**config.mk**
```make
export PLATFORM = sky130hd
export DESIGN_NAME = elastic_pipeline_stage
export DESIGN_NICKNAME = d
export VERILOG_FILES = /design/src/rtl/elastic_pipeline_stage.sv
export SDC_FILE = /design/constraint.sdc
export NUM_CORES = 1
export LEC_CHECK = 0
export BUFFER_PORTS_ARGS = -buffer_cell sky130_fd_sc_hd__buf_4
export CORE_ASPECT_RATIO = 0.5
export CORE_MARGIN = 2
export CORE_UTILIZATION = 47
export CTS_CLUSTER_SIZE = 25
export DETAILED_ROUTE_END_ITERATION = 8
export PLACE_DENSITY_LB_ADDON = 0.3
export SLEW_MARGIN = 10
export SYNTH_ARGS = -nofsm -noshare
export SYNTH_HDL_FRONTEND = slang
export SYNTH_SLANG_ARGS = --single-unit
```
**constraint.sdc**
```tcl
create_clock -name clk -period 3.24 [get_ports clk]
set_input_delay 0.162 -clock clk [delete_from_list [all_inputs] [get_ports clk]]
set_output_delay 0.162 -clock clk [all_outputs]
set_load 0.01 [all_outputs]
```
**src/rtl/elastic_pipeline_stage.sv**
```systemverilog
// Valid/ready pipeline register with a 2-entry skid buffer; drives NOP_DATA when empty.
// Define PIPE_STAGE_STATS_EN to add saturating stall/bubble statistics counters.
module elastic_pipeline_stage #(
  parameter int               WIDTH    = 32,
  parameter logic [WIDTH-1:0] NOP_DATA = WIDTH'(32'h00000013),
  parameter int               CNT_W    = 32
) (
  input  logic             clk,
  input  logic             rst,
  input  logic             flush,
  input  logic             in_valid,
  output logic             in_ready,
  input  logic [WIDTH-1:0] in_data,
  output logic             out_valid,
  input  logic             out_ready,
  output logic [WIDTH-1:0] out_data,
  output logic [1:0]       occupancy
`ifdef PIPE_STAGE_STATS_EN
  ,
  output logic [CNT_W-1:0] stat_stall,
  output logic [CNT_W-1:0] stat_bubble
`endif
);

  // Handshake: a transfer happens on a rising edge where valid and ready are both 1.
  // The encoding equals the number of live entries, so occupancy is the state itself.
  typedef enum logic [1:0] {
    ST_EMPTY = 2'd0,
    ST_ONE   = 2'd1,
    ST_FULL  = 2'd2
  } state_t;

  state_t           r_state;
  logic [WIDTH-1:0] r_main;
  logic [WIDTH-1:0] r_skid;
  logic             w_acc;
  logic             w_pop;

  assign in_ready  = (r_state != ST_FULL);
  assign out_valid = (r_state != ST_EMPTY);
  assign out_data  = out_valid ? r_main : NOP_DATA;
  assign occupancy = r_state;

  assign w_acc = in_valid & in_ready;
  assign w_pop = out_valid & out_ready;

  always_ff @(posedge clk) begin
    if (!rst) begin
      r_state <= ST_EMPTY;
    end else if (flush) begin
      r_state <= ST_EMPTY;
    end else begin
      case (r_state)
        ST_EMPTY: if (w_acc) r_state <= ST_ONE;
        ST_ONE: begin
          if (w_acc && !w_pop)      r_state <= ST_FULL;
          else if (!w_acc && w_pop) r_state <= ST_EMPTY;
        end
        ST_FULL:  if (w_pop) r_state <= ST_ONE;
        default:  r_state <= ST_EMPTY;
      endcase
    end
  end

  // Payload registers carry no reset: out_data is masked to NOP_DATA while empty.
  always_ff @(posedge clk) begin
    case (r_state)
      ST_EMPTY: if (w_acc) r_main <= in_data;
      ST_ONE: begin
        if (w_acc && w_pop)  r_main <= in_data;
        if (w_acc && !w_pop) r_skid <= in_data;
      end
      ST_FULL:  if (w_pop) r_main <= r_skid;
      default:  ;
    endcase
  end

`ifdef PIPE_STAGE_STATS_EN
  logic [CNT_W-1:0] r_stat_stall;
  logic [CNT_W-1:0] r_stat_bubble;

  // Counters saturate at all-ones and survive flush; only reset clears them.
  always_ff @(posedge clk) begin
    if (!rst) begin
      r_stat_stall  <= '0;
      r_stat_bubble <= '0;
    end else begin
      if (out_valid && !out_ready && (r_stat_stall != '1))
        r_stat_stall <= r_stat_stall + CNT_W'(1);
      if (!out_valid && (r_stat_bubble != '1))
        r_stat_bubble <= r_stat_bubble + CNT_W'(1);
    end
  end

  assign stat_stall  = r_stat_stall;
  assign stat_bubble = r_stat_bubble;
`else
  logic w_unused_cnt_w;
  assign w_unused_cnt_w = ^CNT_W;
`endif

endmodule

```
* Word-level counts from Yosys, hierarchy flattened *
Index checks and enable logic that the tools add are counted.

word-level totals
  register bits after elaboration = 66
  logic and storage cells = 35
  input bits = 37

cells by class
  equal/unequal tests = 7
  bitwise operators = 3
  reductions and logical operators = 12
  muxes and demuxes = 10

operators with widths
  operator            count
  $mux 32             4
  $pmux 32 s3         1
  $mux 2              4
  $ne 2x2->1 const B  4
  $pmux 2 s3          1
  $reduce_and 4->1    1
  $logic_and 1x1->1   3
  $ne 3x3->1 const B  1
  $reduce_and 3->1    1
  $reduce_bool 3->1   1
  $and 1x1->1         2
  $eq 2x1->1 const B  1
  $eq 2x2->1 const B  1
  $logic_not 1->1     2
  $logic_not 2->1     1
  $reduce_and 2->1    1
  $reduce_bool 2->1   1
  $reduce_or 2->1     1
  $not 1->1           1

* Depth between registers and ports, before layout *
Gate-level depths: netlist of run 1.

  depth in word-level cells = 7
  mapped depth = 7
  mapped depth without buffers = 5

* Worst setup path before layout of run 1 *
Ideal clock, no wire load.

  path kind = register to register
  start point = register r_state[1] (netlist: occupancy[1])
  end point = register r_main[0] (enable)
  data arrival time = 2865 ps
  setup slack = -90 ps
  period minus slack after synthesis = 3330 ps
  cell stages (with the launch flop) = 3
  setup time = 466 ps
  cells stage by stage = dfxtp_1 -> mux2i_1 -> o21ai_0

between the ends
  cells in the longest elaborated chain, start to end = 5
  elaborated cells on any way between the ends = 13
  those cells by class = eq/ne: 6; bitwise: 2; reduce/logical: 5

ends and longest elaborated chain
  what                                                    line    RTL
  start, declared                                         33      state_t r_state;
  start signal, assigned                                  49      r_state <= ST_EMPTY;
  start signal, assigned                                  51      r_state <= ST_EMPTY;
  start signal, assigned                                  54      ST_EMPTY: if (w_acc) r_state <= ST_ONE;
  $ne 2x2->1 / $reduce_bool 2->1 (equally long branches)  39, 40
  $and 1x1->1, on equally long branches                   44, 45
  $logic_and 1x1->1                                       70      if (w_acc && w_pop) r_main <= in_data;
  $ne 2x2->1 (no source line)                             -
  $reduce_and 4->1 (no source line) *                     -
  end signal, assigned                                    68      ST_EMPTY: if (w_acc) r_main <= in_data;
  end signal, assigned                                    70
  end signal, assigned                                    73      ST_FULL: if (w_pop) r_main <= r_skid;
  end, declared                                           34      logic [WIDTH-1:0] r_main;

Every way passes the cells marked *; elsewhere a longest branch is shown, timed or not.
A chain may end at the register's enable or synchronous reset.

* Worst setup path after layout of run 1 *
  start point = register r_state[0] (netlist: occupancy[0])
  end point = register r_skid[4] (enable)

between the ends
  cells in the longest elaborated chain, start to end = 5
  elaborated cells on any way between the ends = 8
  those cells by class = eq/ne: 2; bitwise: 2; reduce/logical: 4

ends and longest elaborated chain
  what                                 line  RTL
  $reduce_bool 2->1                    40    assign out_valid = (r_state != ST_EMPTY);
  $and 1x1->1                          45    assign w_pop = out_valid & out_ready;
  $logic_not 1->1                      71    if (w_acc && !w_pop) r_skid <= in_data;
  $logic_and 1x1->1                    71
  $reduce_and 2->1 (no source line) *  -
  end signal, assigned                 71
  end, declared                        35    logic [WIDTH-1:0] r_skid;

Marked as above.

==> results.py, run 1 <==
metrics = {
    "outcome": {
        "status": "finished clean",
    },
    "setup_path": {
        "critPathKind": "flip-flop to flip-flop",
        "rr_worst_depth": 4,
        "worst-endpoint-arrival_ns": 2.22,
        "cp-end-kind": "flip-flop",
        "cp_max_fo": 32,
        "critPathRequiredTime_ns": 3.20,
        "start_kind": "flip-flop",
    },
    "floorplan": {
        "core_um2": 5980,
        "io_pins": 73,
        "die_x_um": 114,
        "die_h_um": 59.2,
        "rows": 20,
        "initial_core_util_pct": 47.8,
        "die_area_um2": 6760,
    },
    "routing": {
        "num_vias": 1487,
        "vias_per_cell": 4.72,
        "wirelength_um": 4740,
        "drc": 0,
        "firstDrtPassIters": 4,
        "drtIter0Drc": 62,
        "routedWlPerCell_um": 15.1,
        "antenna_left": 0,
    },
    "yosys": {
        "syn_avg_cell_area_um2": 18.3,
        "synth-simple-area-share_pct": 9.93,
        "synth-seq-cells": 66,
        "synth_mux_area_share_pct": 16.6,
        "netlist_instances": 156,
        "synth_compound_gate_area_share_pct": 0.656,
        "syn_area_um2": 2860,
        "yosys_warnings": 0,
        "seq_area_frac_synth_pct": 68.6,
        "synth-xor-area-share_pct": 0,
        "synthAdderAreaFrac_pct": 0.875,
        "synth_top_family_by_area": "multiplexers",
        "syn_nets": 195,
        "synth.distinct_cells": 25,
    },
    "placement": {
        "gp_congestion": 0.681,
        "portBuffers": 72,
        "dp_slack_ns": 0.974,
        "dpl_cell_area_um2": 3440,
        "dp_hpwl_um": 3230,
    },
    "timing": {
        "max_slew.worst_pin.slew_ns": 0.988,
        "finalCriticalPeriod_ns": 2.26,
        "finalSetupViolations": 0,
        "max-slew-margin-rel_pct": 33.9,
        "worst_slack_ns": 0.976,
        "maxSlewViolCount": 0,
        "max_freq_ghz": 0.442,
        "finalCritPeriodShare_pct": 69.9,
        "clock_skew_ns": 0.00526,
        "rsz0062_at_grt": "no",
        "tns_ns": 0,
        "report.final.hold_viol_count": 0,
    },
    "global_route": {
        "use_met3_pct": 8.08,
        "antenna_found_initial": 0,
        "grt.total_usage_pct": 15.0,
        "use_met1_pct": 17.4,
        "use_met2_pct": 23.8,
        "grt_pass1_vias": 1434,
        "grt_busiest_layer": "met2",
        "grt_pass1_wl_um": 7130,
        "grt_max_degree": 34,
        "overflow": 0,
    },
    "clocking": {
        "cts_root_buf": "clkbuf_16",
        "cts_buffers": 9,
        "ctsResizeCount": 0,
        "postCtsHoldBufs": 0,
        "clk_path_buf_depth": 2,
        "post_cts_buffers": 0,
        "h-tree-depth": 3,
        "clkLatencyLatePin_ns": 0.33,
        "cts_tree": "done",
        "clk_pin_slew_ns": 0.05,
        "clock_sinks": 66,
    },
    "layout": {
        "drive_above_1_share_pct": 52.1,
        "register_area_um2": 1960,
        "final_common_cell": "buf_4",
        "final_core_util_pct": 62.7,
        "n_fill_cell": 444,
        "fin_area_um2": 3750,
        "mostFrequentLayoutCells": "buf_4 (74), edfxtp_1 (64), and2_1 (30)",
        "multi_input_area_um2": 820,
        "fin_nets": 272,
        "synthToLayoutAreaGrowth_pct": 31.1,
        "diodes": 0,
    },
    "worst_hold_path": {
        "hp-class": "primary input to flip-flop",
        "holdPathStages": 1,
    },
    "power_and_ir_drop": {
        "p_leak_nw": 1.49,
        "power_mw": 2.15,
        "peakVddDrop_mv": 0.331,
        "p_per_area_nw_per_um2": 572,
    },
    "flow_run": {
        "max_cap_violations": 0,
    },
}
-- worst max-delay path, cell delays in order, from the launching register on --
cell and delay [ns]:
dfxtp_1 0.42, or2_1 0.45, nand2_1 0.15, ha_1 0.18, and3b_2 0.67
-- cell families after synthesis --
kind of cell | Yosys count
buf+inv | 9
simple gates | 43
compound gates | 3
fa+ha+maj | 2
mux | 33
flops | 66
-- per-stage QoR --
stage	cells	hold slack [ns]
floorplan	156	0.261
global placement	299	0.353
finish	315	0.0222
detailed placement	299	0.354
global route	315	0.00307
CTS	315	0.0133
-- sequential cells by signal (all words and copies together) (netlist names) --
| name | count |
|---|---|
| r_main | 32 |
| occupancy | 2 |
| r_skid | 32 |
-- final timing paths --
kind | start | to | slack, ns
worst max-delay path | occupancy[0] | r_skid[4] | 0.98
worst min-delay path | in_data[22] | r_skid[22] | 0.02
worst max register to register | occupancy[0] | r_skid[4] | 0.98
worst min register to register | r_skid[1] | r_main[1] | 0.54
-- power by group --
| group | switching [mW] | leakage, nW | internal, mW | total, mW |
|---|---|---|---|---|
| Clock | 0.330 | 0.153 | 0.671 | 1.00 |
| Sequential | 0.00897 | 0.617 | 0.982 | 0.991 |
| Combinational | 0.0653 | 0.715 | 0.0871 | 0.152 |
| Total | 0.405 | 1.49 | 1.74 | 2.15 |
-- synthesized netlist by cell type --
master,number,area share (%)
ha_1,2,0.87
buf_2,2,0.35
o21ai_0,1,0.17
nand2_1,1,0.13
buf_12,3,2.1
and3b_2,1,0.35
buf_6,1,0.39
nor2b_1,1,0.22
nand4b_1,1,0.31
inv_1,1,0.13
or2_1,1,0.22
and2_1,30,6.6
edfxtp_1,64,67
or3b_2,1,0.31
nand2b_1,4,0.87
dfxtp_1,2,1.4
o32ai_1,1,0.31
nand3b_1,1,0.26
clkbuf_2,2,0.35
nor2b_2,1,0.31
mux2i_1,1,0.35
a21oi_1,1,0.17
mux2_4,28,15
nand4bb_1,1,0.39
mux2_2,4,1.6
-- layout make-up --
| type | instances | area share [%] |
|---|---|---|
| clock buffer | 11 | 6.21 |
| clock inverter | 5 | 2.10 |
| inverter | 1 | 0.100 |
| multi-input combinational | 81 | 21.9 |
| sequential | 66 | 52.3 |
| tap | 77 | 2.57 |
| timing repair buffer | 74 | 14.8 |
-- routing by layer --
layer | wire (µm) | part of all wire (%)
met5 | 0 | 0
met4 | 59 | 1.2
met3 | 297 | 6.3
met2 | 2330 | 49
met1 | 2060 | 43
Note: power is estimated with default switching activity, not from simulation.
==> inputs of run 2 (changes only) <==
ABC_AREA = 1   (was not set)
CORE_UTILIZATION = 52   (was 47)
clock period = 2.2 ns   (was 3.24 ns; I/O delays follow)
==> run 2 against run 1 <==
Against the previous run:
- final cell count is 43% higher
- worst hold slack better by 0.015 ns
- die area is 12% lower
- critical endpoint is now r_skid[25]
==> results.py, run 2 <==
metrics = {
    "power_and_ir_drop": {
        "power_mw": 2.90,
        "p_leak_nw": 1.84,
        "peakVddDrop_mv": 0.472,
        "p_per_area_nw_per_um2": 738,
    },
    "clocking": {
        "ctsResizeCount": 0,
        "h-tree-depth": 3,
        "cts_tree": "done",
        "clkLatencyLatePin_ns": 0.33,
        "clk_pin_slew_ns": 0.06,
        "cts_buffers": 9,
        "clk_path_buf_depth": 2,
        "cts_root_buf": "clkbuf_8",
        "clock_sinks": 66,
    },
    "yosys": {
        "seq_area_frac_synth_pct": 70.9,
        "async_reset_ff_share_pct": 0,
        "yosys-top-cells-count": "nand2_1 (99), edfxtp_1 (64), inv_1 (35), nor2_1 (35), buf_2 (6)",
        "synth-main-ff-cell": "edfxtp_1",
        "yosysMostFrequentCell": "nand2_1",
        "syn_avg_cell_area_um2": 10.6,
        "synth_area_leaders": "edfxtp_1 (69%), nand2_1 (13%), inv_1 (4.7%)",
        "yosys_warnings": 0,
        "synth.largest_area_cell": "edfxtp_1",
        "synth.top_cell.area_share_pct": 69.4,
        "synth-seq-cells": 66,
        "synth.distinct_cells": 17,
        "syn_nets": 301,
        "netlist_instances": 262,
        "synth_edf_count": 64,
        "syn_area_um2": 2770,
    },
    "setup_path": {
        "cp-end-kind": "flip-flop",
        "cp.buffers_inverters": 3,
        "start_kind": "flip-flop",
        "cp_max_fo": 24,
        "worst-endpoint-arrival_ns": 1.87,
        "path_cells": "inv_2 > nand2_4 > inv_2 > nor2_1 > ha_1 > and3_2 > buf_12",
        "crit_slowest_cell": "dfxtp_1",
        "crit_path_frequent_cell": "inv_2",
        "crit_family": "simple AND/OR/NAND/NOR gates",
        "critPathRequiredTime_ns": 2.23,
        "critPathKind": "flip-flop to flip-flop",
        "max_stage_delay_ns": 0.43,
    },
    "layout": {
        "diodes": 0,
        "synthToLayoutAreaGrowth_pct": 41.8,
        "n_fill_cell": 337,
        "drive_above_1_share_pct": 27.6,
        "final_core_util_pct": 78.2,
        "fin_area_um2": 3930,
        "final_common_cell": "nand2_1",
        "fin_nets": 414,
        "mostFrequentLayoutCells": "nand2_1 (99), buf_4 (78), edfxtp_1 (64)",
        "multi_input_area_um2": 616,
        "register_area_um2": 1960,
    },
    "timing": {
        "max_freq_ghz": 0.543,
        "worst_slack_ns": 0.357,
        "finalSetupViolations": 0,
        "report.final.hold_viol_count": 0,
        "max-slew-margin-rel_pct": 77.0,
        "tns_ns": 0,
        "rsz0062_at_grt": "no",
        "finalCritPeriodShare_pct": 83.8,
        "clock_skew_ns": 0.00905,
        "max_slew.worst_pin.slew_ns": 0.345,
        "finalCriticalPeriod_ns": 1.84,
        "maxSlewViolCount": 0,
    },
    "global_route": {
        "antenna_found_initial": 0,
        "grt_pass1_wl_um": 10200,
        "grt.total_usage_pct": 22.9,
        "grt_pass1_vias": 2274,
        "overflow": 0,
        "grt_max_degree": 34,
    },
    "placement": {
        "portBuffers": 72,
        "dpl_cell_area_um2": 3410,
        "gp_congestion": 0.763,
        "dp_slack_ns": 0.423,
        "dp_hpwl_um": 3620,
    },
    "floorplan": {
        "initial_core_util_pct": 55.1,
        "core_um2": 5020,
        "die_h_um": 55.6,
        "die_area_um2": 5960,
        "die_x_um": 107,
        "rows": 18,
        "io_pins": 73,
    },
    "routing": {
        "antenna_left": 0,
        "drtIter0Drc": 96,
        "drc": 0,
        "routedWlPerCell_um": 13.6,
        "wirelength_um": 6130,
        "vias_per_cell": 4.73,
        "num_vias": 2127,
        "firstDrtPassIters": 4,
    },
    "worst_hold_path": {
        "hp-class": "primary input to flip-flop",
    },
    "outcome": {
        "status": "finished clean",
    },
    "flow_run": {
        "max_cap_violations": 0,
    },
}
-- run 2: cell types whose count changed in the layout (fill, tap and decap cells not counted), moves of 9 or more --
cell	previous run	this run
inv_1	1	35
clkbuf_16	9	0
dlygate4sd3_1	0	32
mux2_4	28	0
and2_1	30	0
nor2_1	0	34
nand2_1	1	99
clkbuf_8	0	9
-- run 2: worst paths after layout --
check / startpoint / cells past startpoint / slack, ns / to
max: occupancy[0] / 7 / 0.36 / r_skid[25]
min: flush / 4 / 0.04 / occupancy[1]
max reg2reg: occupancy[0] / 7 / 0.36 / r_skid[25]
min reg2reg: r_skid[18] / 2 / 0.51 / r_main[18]
-- run 2: cells by family after synthesis --
| group | Yosys count | share of synthesized area, % |
|---|---|---|
| flops | 66 | 70.9 |
| compound gates | 2 | 0.362 |
| fa+ha+maj | 2 | 0.904 |
| buf+inv | 47 | 7.19 |
| simple gates | 145 | 20.7 |
-- run 2: what timing repair did --
item                      CTS  global route
buffers inserted            0             0
hold endpoints to repair   32             0
hold buffers               32             0
-- run 2: power breakdown --
part           leakage (nW)  switching [mW]  internal (mW)
Clock                0.0931           0.457          0.519
Combinational          1.12           0.217          0.194
Sequential            0.621          0.0244           1.48
-- run 2: routing by layer --
layer | GRT usage [%] | vias up | share of wire [%]
met5 | 0 | - | 0
met4 | 7.98 | 0 | 1.5
met3 | 6.67 | 11 | 5.6
met2 | 42.0 | 65 | 54
met1 | 25.6 | 1003 | 39
li1 | - | 1048 | -
-- run 2: final cells by class --
cell class,count,share of cell area [%]
sequential,66,50.0
multi-input combinational,149,15.7
clock inverter,7,1.72
inverter,38,3.63
clock buffer,9,3.16
timing repair buffer,111,23.6
tap,70,2.23
-- run 2: through the flow --
| step | std cells | hold WS (ns) |
|---|---|---|
| 6_report | 450 | 0.0372 |
| 5_1_grt | 450 | 0.0704 |
| 4_1_cts | 450 | 0.0285 |
| 3_5_place_dp | 402 | 0.301 |
| 3_3_place_gp | 402 | 0.298 |
| 2_1_floorplan | 262 | 0.209 |
-- run 2: worst reg2reg max path: stages (launching register included) --
cell and delay (ns):
dfxtp_1 0.43, inv_2 0.09, nand2_4 0.07, inv_2 0.04, nor2_1 0.15, ha_1 0.17
and3_2 0.35, buf_12 0.23
